===== src/rtl/mem_port_arbiter_pkg.sv =====
// Shared types for the unified-memory port arbiter.
// State and owner encodings used by the top and the bench.
package mem_port_arbiter_pkg;

  typedef enum logic [1:0] {
    ST_IDLE    = 2'd0,
    ST_BUSY_IF = 2'd1,
    ST_BUSY_DM = 2'd2
  } arb_state_e;

  typedef enum logic {
    OWN_IF = 1'b0,
    OWN_DM = 1'b1
  } arb_owner_e;

  function automatic int lat_w(input int lat);
    return (lat > 1) ? $clog2(lat) : 1;
  endfunction

endpackage


===== src/rtl/mem_port_arbiter_starve_counter.sv =====
// Saturating count of fetch arbitration losses.
// Clear wins over increment.
module arb_starve_counter #(
  parameter int MAX = 4,
  localparam int W = $clog2(MAX + 1)
) (
  input  logic         clock,
  input  logic         reset_n,
  input  logic         inc,
  input  logic         clr,
  output logic [W-1:0] cnt,
  output logic         sat
);

  assign sat = (cnt == W'(MAX));

  always_ff @(posedge clock or negedge reset_n) begin
    if (!reset_n) begin
      cnt <= '0;
    end else if (clr) begin
      cnt <= '0;
    end else if (inc && !sat) begin
      cnt <= cnt + W'(1);
    end
  end

endmodule


===== src/rtl/mem_port_arbiter.sv =====
// Shares one single-ported memory between fetch and load/store,
// one transaction at a time with a fixed response latency.
module mem_port_arbiter
  import mem_port_arbiter_pkg::*;
#(
  parameter int ADDR_W     = 32,
  parameter int DATA_W     = 32,
  parameter int MEM_LAT    = 2,
  parameter int STARVE_MAX = 4,
  localparam int BE_W      = DATA_W / 8
) (
  input  logic              clock,
  input  logic              reset_n,
  input  logic              if_req,
  input  logic [ADDR_W-1:0] if_addr,
  input  logic              if_kill,
  output logic              if_rvalid,
  output logic [DATA_W-1:0] if_rdata,
  output logic              if_stall,
  input  logic              dm_req,
  input  logic              dm_we,
  input  logic [BE_W-1:0]   dm_be,
  input  logic [ADDR_W-1:0] dm_addr,
  input  logic [DATA_W-1:0] dm_wdata,
  output logic              dm_rvalid,
  output logic [DATA_W-1:0] dm_rdata,
  output logic              dm_stall,
  output logic              mem_req,
  output logic              mem_we,
  output logic [BE_W-1:0]   mem_be,
  output logic [ADDR_W-1:0] mem_addr,
  output logic [DATA_W-1:0] mem_wdata,
  input  logic              mem_rvalid,
  input  logic [DATA_W-1:0] mem_rdata
);

  localparam int LW = lat_w(MEM_LAT);
  localparam int SW = $clog2(STARVE_MAX + 1);

  arb_state_e    state;
  arb_state_e    state_nx;
  arb_owner_e    owner;
  logic [LW-1:0] lat_cnt;
  logic          kill_q;
  logic          we_q;
  logic [SW-1:0] starve_cnt;
  logic          starve_sat;

  logic idle;
  logic busy;
  logic if_win;
  logic dm_win;
  logic grant;
  logic done;

  // Arbitration is held off while reset is asserted so no strobe escapes.
  assign idle   = (state == ST_IDLE);
  assign busy   = !idle;
  assign if_win = reset_n && idle && if_req && (!dm_req || starve_sat);
  assign dm_win = reset_n && idle && dm_req && !if_win;
  assign grant  = if_win || dm_win;
  assign done   = busy && (lat_cnt == '0) && mem_rvalid;

  arb_starve_counter #(
    .MAX (STARVE_MAX)
  ) u_starve (
    .clock   (clock),
    .reset_n (reset_n),
    .inc     (dm_win && if_req),
    .clr     (if_win),
    .cnt     (starve_cnt),
    .sat     (starve_sat)
  );

  always_ff @(posedge clock or negedge reset_n) begin
    if (!reset_n) begin
      state <= ST_IDLE;
    end else begin
      state <= state_nx;
    end
  end

  always_comb begin
    state_nx = state;
    unique case (state)
      ST_IDLE: begin
        if (if_win) begin
          state_nx = ST_BUSY_IF;
        end else if (dm_win) begin
          state_nx = ST_BUSY_DM;
        end
      end
      ST_BUSY_IF, ST_BUSY_DM: begin
        if (done) begin
          state_nx = ST_IDLE;
        end
      end
      default: state_nx = ST_IDLE;
    endcase
  end

  always_ff @(posedge clock or negedge reset_n) begin
    if (!reset_n) begin
      owner   <= OWN_IF;
      lat_cnt <= '0;
      we_q    <= 1'b0;
    end else if (grant) begin
      owner   <= dm_win ? OWN_DM : OWN_IF;
      lat_cnt <= LW'(MEM_LAT - 1);
      we_q    <= dm_win && dm_we;
    end else if (busy && lat_cnt != '0) begin
      lat_cnt <= lat_cnt - LW'(1);
    end
  end

  // A redirect during the fetch (or its grant cycle) poisons its response.
  always_ff @(posedge clock or negedge reset_n) begin
    if (!reset_n) begin
      kill_q <= 1'b0;
    end else if (done) begin
      kill_q <= 1'b0;
    end else if (if_kill && (state == ST_BUSY_IF || if_win)) begin
      kill_q <= 1'b1;
    end
  end

  always_comb begin
    mem_req   = grant;
    mem_we    = 1'b0;
    mem_be    = '0;
    mem_addr  = '0;
    mem_wdata = '0;
    unique case (1'b1)
      dm_win: begin
        mem_we    = dm_we;
        mem_be    = dm_be;
        mem_addr  = dm_addr;
        mem_wdata = dm_wdata;
      end
      if_win: begin
        mem_be   = '1;
        mem_addr = if_addr;
      end
      default: ;
    endcase
  end

  always_comb begin
    if_rvalid = done && owner == OWN_IF && !kill_q && !if_kill;
    dm_rvalid = done && owner == OWN_DM;
    if_rdata  = if_rvalid ? mem_rdata : '0;
    dm_rdata  = (dm_rvalid && !we_q) ? mem_rdata : '0;
  end

  assign if_stall = if_req && !if_rvalid;
  assign dm_stall = dm_req && !dm_rvalid;

endmodule


===== config.mk =====
export PLATFORM = sky130hd
export DESIGN_NAME = mem_port_arbiter
export DESIGN_NICKNAME = d
export VERILOG_FILES = /design/src/rtl/mem_port_arbiter_pkg.sv /design/src/rtl/mem_port_arbiter_starve_counter.sv /design/src/rtl/mem_port_arbiter.sv
export SDC_FILE = /design/constraint.sdc
export NUM_CORES = 1
export LEC_CHECK = 0
export ABC_CLOCK_PERIOD_IN_PS = 1900
export CAP_MARGIN = 10
export CORE_AREA = 3 3 107 109
export DETAILED_ROUTE_END_ITERATION = 7
export DIE_AREA = 0 0 110 112
export PLACE_DENSITY = 0.62
export SKIP_LAST_GASP = 1
export SLEW_MARGIN = 20
export SYNTH_ARGS = -nofsm -noshare
export SYNTH_HDL_FRONTEND = slang
export SYNTH_SLANG_ARGS = --single-unit

===== constraint.sdc =====
create_clock -name clock -period 1.9 [get_ports clock]
set_input_delay 0.285 -clock clock [delete_from_list [all_inputs] [get_ports clock]]
set_output_delay 0.285 -clock clock [all_outputs]
set_load 0.02 [all_outputs]

# --- After elaboration in Yosys (flattened, before gate mapping) ---
# Cells that the tools add are included.
word_totals:
  inputBits: 139
  word_cells: 69
  output_inout_bits: 138
  ff_bits: 9
classes:
  eq_ne: 5
  n_reduce_logical: 37
  bitwise_logic: 2
  mux: 17
  add_sub_neg: 2
ops:
  columns: ["operator", "n"]
  rows:
  - ["$mux W32", 3]
  - ["$pmux W32 S2", 1]
  - ["$logic_and A1 B1 Y1", 19]
  - ["$logic_not A1 Y1", 9]
  - ["$pmux W4 S2", 1]
  - ["$mux W1", 6]
  - ["$mux W2", 3]
  - ["$mux W3", 2]
  - ["$reduce_bool A2 Y1", 3]
  - ["$pmux W2 S2", 1]
  - ["$add A3 B1 Y3 const B", 1]
  - ["$eq A3 B3 Y1 const B", 1]
  - ["$logic_or A1 B1 Y1", 3]
  - ["$ne A3 B1 Y1 const B", 1]
  - ["$eq A2 B1 Y1 const B", 1]
  - ["$eq A2 B2 Y1 const B", 1]
  - ["$logic_not A2 Y1", 1]
  - ["$ne A2 B2 Y1 const B", 1]
  - ["$not A1 Y1", 2]
  - ["$reduce_and A2 Y1", 1]
  - ["$reduce_or A2 Y1", 1]
  - ["$sub A1 B1 Y1 const B", 1]

# --- Depth between registers and ports, before layout ---
# Gate-level depths: netlist of run 1.
depth:
  depth_word: 10
  ltp_mapped: 8
  ltp_nobuf: 5

# --- By module ---
# From an unflattened synthesis of run 1, not the netlist that was laid out.
hier_totals:
  cells_unflattened: 209
  hier_area_um2: 1609.0
modules_own_cells:
  columns: ["mod", "n_inst", "area_per_inst_um2", "cells_per_inst", "seq_area_each_um2"]
  rows:
  - ["mem_port_arbiter", 1, 1416.4, 191, 150.1]
  - ["arb_starve_counter", 1, 192.7, 18, 75.1]

# --- Least setup slack after synthesis of run 1 ---
# No wires, ideal clock.
synth_path:
  path_type: "register -> output"
  startpoint: "register state[0]"
  endpoint: "output if_rdata[22]"
  arrival_ns: 1.812
  setup_slack_ns: -0.197
  n_path_buf: 2
  required_ns: 1.615
  path_stages_with_launch: 8
  path_cell_list: "dfrtp_1 inv_1 ha_1 buf_6 or3b_4 nor4_4 buf_6 and2_2"
synth_via:
  elab_chain_len: 8
synth_rtl:
  columns: ["element", "line", "text"]
  rows:
  - ["start: declaration", "mem_port_arbiter.sv:40", "arb_state_e state;"]
  - ["start signal: assignment", "mem_port_arbiter.sv:79", "state <= state_nx;"]
  - ["$logic_not A2 Y1", "mem_port_arbiter.sv:57", "assign idle = (state == ST_IDLE);"]
  - ["$logic_not A1 Y1", "mem_port_arbiter.sv:58", "assign busy = !idle;"]
  - ["$logic_and A1 B1 Y1 (2 in a row)", "mem_port_arbiter.sv:62", "assign done = busy && (lat_cnt == '0) && mem_rvalid;"]
  - ["$logic_and A1 B1 Y1 (3 in a row)", "mem_port_arbiter.sv:149", "if_rvalid = done && owner == OWN_IF && !kill_q && !if_kill;"]
  - ["net if_rvalid", "mem_port_arbiter.sv:17", "output logic if_rvalid,"]
  - ["$mux W32", "mem_port_arbiter.sv:151", "if_rdata = if_rvalid ? mem_rdata : '0;"]
  - ["end: declaration", "mem_port_arbiter.sv:18", "output logic [DATA_W-1:0] if_rdata,"]
# The timed path passes the listed nets, and every way through them passes these cells.

# --- Final worst setup path of run 1 ---
layout_path:
  startpoint: "register state[0]"
  endpoint: "output if_rdata[29]"
layout_via:
  elab_chain_len: 8
layout_rtl:
  columns: ["element", "line"]
  rows:
  - ["$logic_not A2 Y1", "mem_port_arbiter.sv:57"]
  - ["$logic_not A1 Y1", "mem_port_arbiter.sv:58"]
  - ["$logic_and A1 B1 Y1 (2 in a row)", "mem_port_arbiter.sv:62"]
  - ["$logic_and A1 B1 Y1 (3 in a row)", "mem_port_arbiter.sv:149"]
  - ["$mux W32", "mem_port_arbiter.sv:151"]
# No other way between the ends.

==> flow_summary.ini, run 1 <==
[timing]
fmax_mhz = 422
hold_violations = 0
min_period_ns = 2.37
maxSlewHeadroom_pct = 78.6
drv_slew = 0
fin_crit_sh_pct = 125
skew_ns = 0.00545
grt_setup_unrepaired = true
timing.final.ws_setup_ns = -0.472
finalSetupViolCount = 138
worst_slew_pin_slew_ns = 0.321

[placement]
dp_hpwl_mm = 8.45
port_buffers = 276
dpl.cell_count = 644
post-place-ws_ns = -0.751
gp_congestion = 0.776
placed_area_um2 = 5080

[yosys]
ys_seq_area_share_pct = 14.2
synth_fp_nets = 353
synth-seq-cells = 9
yosysTopAreaCellShare_pct = 34.0
netlist_area_um2 = 1580
synth_top_cell_by_area = and2_1
ys_warn_count = 0
avgSynthCellArea_um2 = 7.53
synth_cell_types = 32
synth.area.top_cells = and2_1, a22o_1, dfrtp_1
netlist_instances = 210

[status]
status = complete, but fails checks
violations = negative setup slack

[setup_path]
worstPathRequired_ns = 1.62
reg2reg_depth = 10
cp.arrival_ns = 2.09
crit_fanout = 8
critPathKind = reg -> out
startpoint_type = register
rrSetupSlack_ns = 0.13
endpoint_kind = primary output

[floorplanning]
die-area_um2 = 12300
dieWidth_um = 110
start_util_pct = 14.8
std_cell_rows = 38
core_area_um2 = 10700
boundaryPins = 277
fp.dieH_um = 112

[power_and_ir_drop]
p_int_mw = 3.07
p_comb_share_pct = 88.1
p_sw_share_pct = 37.8
p_clk_share_pct = 4.5
p_sw_mw = 1.87
seqPwrFrac_pct = 7.4
p_per_area_nw_per_um2 = 761
ir_drop_v = 0.000381
p_leak_nw = 3.08
finalPower_mw = 4.94

[clock_tree]
ctsHoldBuffers = 0
insertion_delay_ns = 0.24
cts-root-buf = clkbuf_8
clock-sinks = 9
cts.path.max_buffers = 2
numCtsBuffers = 3
htree_num_levels = 1
cts_tree = done
cts.clk_slew.worst_paths_ns = 0.05

[global_routing]
grt_pass1_vias = 3231
antenna_found_initial = 0
track_usage_pct = 17.9
gr-total-overflow = 0
grt_first_pass_wirelength_mm = 17.1
grt_max_degree = 15

[layout]
drive_above_1_share_pct = 68.0
layout.cells.most_common = buf_6
diodes = 0
multi_input_area_um2 = 1770
instances_no_fill = 718
layout_common_cells = buf_6, clkdlybuf4s50_1, and2_4
regArea_um2 = 225
final_nets = 722
syn_to_final_growth_pct = 311
design_area_um2 = 6490
final.fill_count = 890

[detailed_routing]
ant_nets = 0
first_pass_iters = 4
drc = 0
vias_per_cell = 4.22
vias = 3029
wl_per_cell_um = 16.9
drtIter0Drc = 64
routed_wl_mm = 12.1

[worst_hold_path]
hold_class = in -> async

[run]
cap_violations = 0
[metal layers]
layer | global-route usage (%) | vias to the layer above | wire, µm
li1 | - | 1448 | -
met1 | 15.8 | 1385 | 3590
met2 | 36.6 | 184 | 6850
met3 | 6.96 | 12 | 1450
met4 | 3.49 | 0 | 227
met5 | 0 | - | 0
[power groups by stage]
stage,combinational (mW),clock (mW),sequential (mW)
global route,4.63,0.242,0.373
CTS,4.06,0.234,0.360
floorplan,1.49,0,0.352
finish,4.35,0.224,0.366
global placement,2.93,0,0.350
detailed placement,2.96,0,0.357
[Yosys cell counts]
library cell / number
a211oi_1: 1
a21boi_0: 1
a21o_1: 1
a21oi_1: 2
a22o_1: 33
a22oi_1: 1
a31oi_1: 1
and2_1: 86
and2_2: 12
and2b_2: 1
and3_2: 1
buf_2: 7
buf_6: 4
clkbuf_1: 4
clkbuf_2: 3
dfrtp_1: 9
ha_1: 4
inv_1: 6
nand2_1: 14
nand3_1: 2
nand4_1: 1
nor2_1: 3
nor2b_1: 1
nor3b_1: 1
nor3b_4: 1
nor4_4: 1
o211ai_1: 1
o21ai_0: 4
o22ai_1: 1
or2_2: 1
or3b_4: 1
xor2_1: 1
[layout make-up]
type                            count  area share [%]
Sequential cell                     9            3.47
Inverter                            6           0.347
Clock buffer                        4           0.694
Tap cell                          140            2.70
Multi-Input combinational cell    177            27.3
Timing Repair Buffer              382            65.5
[repair_timing]
| action | 4_1_cts | 5_1_grt |
|---|---|---|
| setup endpoints to repair | 138 | 140 |
| gates resized for setup | 800 | 155 |
| buffers inserted | 48 | 15 |
| pin swaps | 22 | 53 |
| gates cloned | 12 | 3 |
[flip-flops by register name, indices dropped and copies added (netlist names)]
name,flops
owner,1
kill_q,1
we_q,1
u_starve.cnt,3
state,2
lat_cnt,1
[path summary, 6_finish.rpt]
kind                                 startpoint               to
worst min register to register  u_starve.cnt[0]  u_starve.cnt[0]
worst min-delay path                    reset_n  u_starve.cnt[0]
min in group clock              u_starve.cnt[0]  u_starve.cnt[0]
worst max register to register         state[0]         state[0]
max in group asynchronous               reset_n             we_q
worst max-delay path                   state[0]     if_rdata[29]
[stage by stage]
step / setup TNS [ns] / util [%] / hold slack, ns
global placement: -93.61 / 47.5 / 0.532
detailed placement: -93.22 / 47.5 / 0.549
finish: -44.97 / 60.7 / 0.318
global route: -56.87 / 60.7 / 0.338
CTS: -49.68 / 57.3 / 0.301
floorplan: -7.96 / - / -0.0106
[cell families after synthesis]
family | synth area share [%]
and+or+nand+nor | 50.3
buffers and inverters | 8.38
DFF | 14.2
AOI/OAI and AO/OA | 23.3
adders and majority gates | 3.16
xor gates and xnor gates | 0.554
[worst max-delay path, stage by stage, from the launching register on]
cell and delay (ns):
dfrtp_1 0.36, inv_2 0.06, ha_4 0.16, or3b_4 0.41, nor4_4 0.16, buf_6 0.16, buf_6 0.11, buf_16 0.11
buf_6 0.09, and2_4 0.13, buf_6 0.10
(Power assumes the default switching activity.)
==> run 2: changes to the inputs <==
- SLEW_MARGIN: 20 -> default
==> results of run 2 <==
Final layout, timing and power as in run 1 (identical DEF).
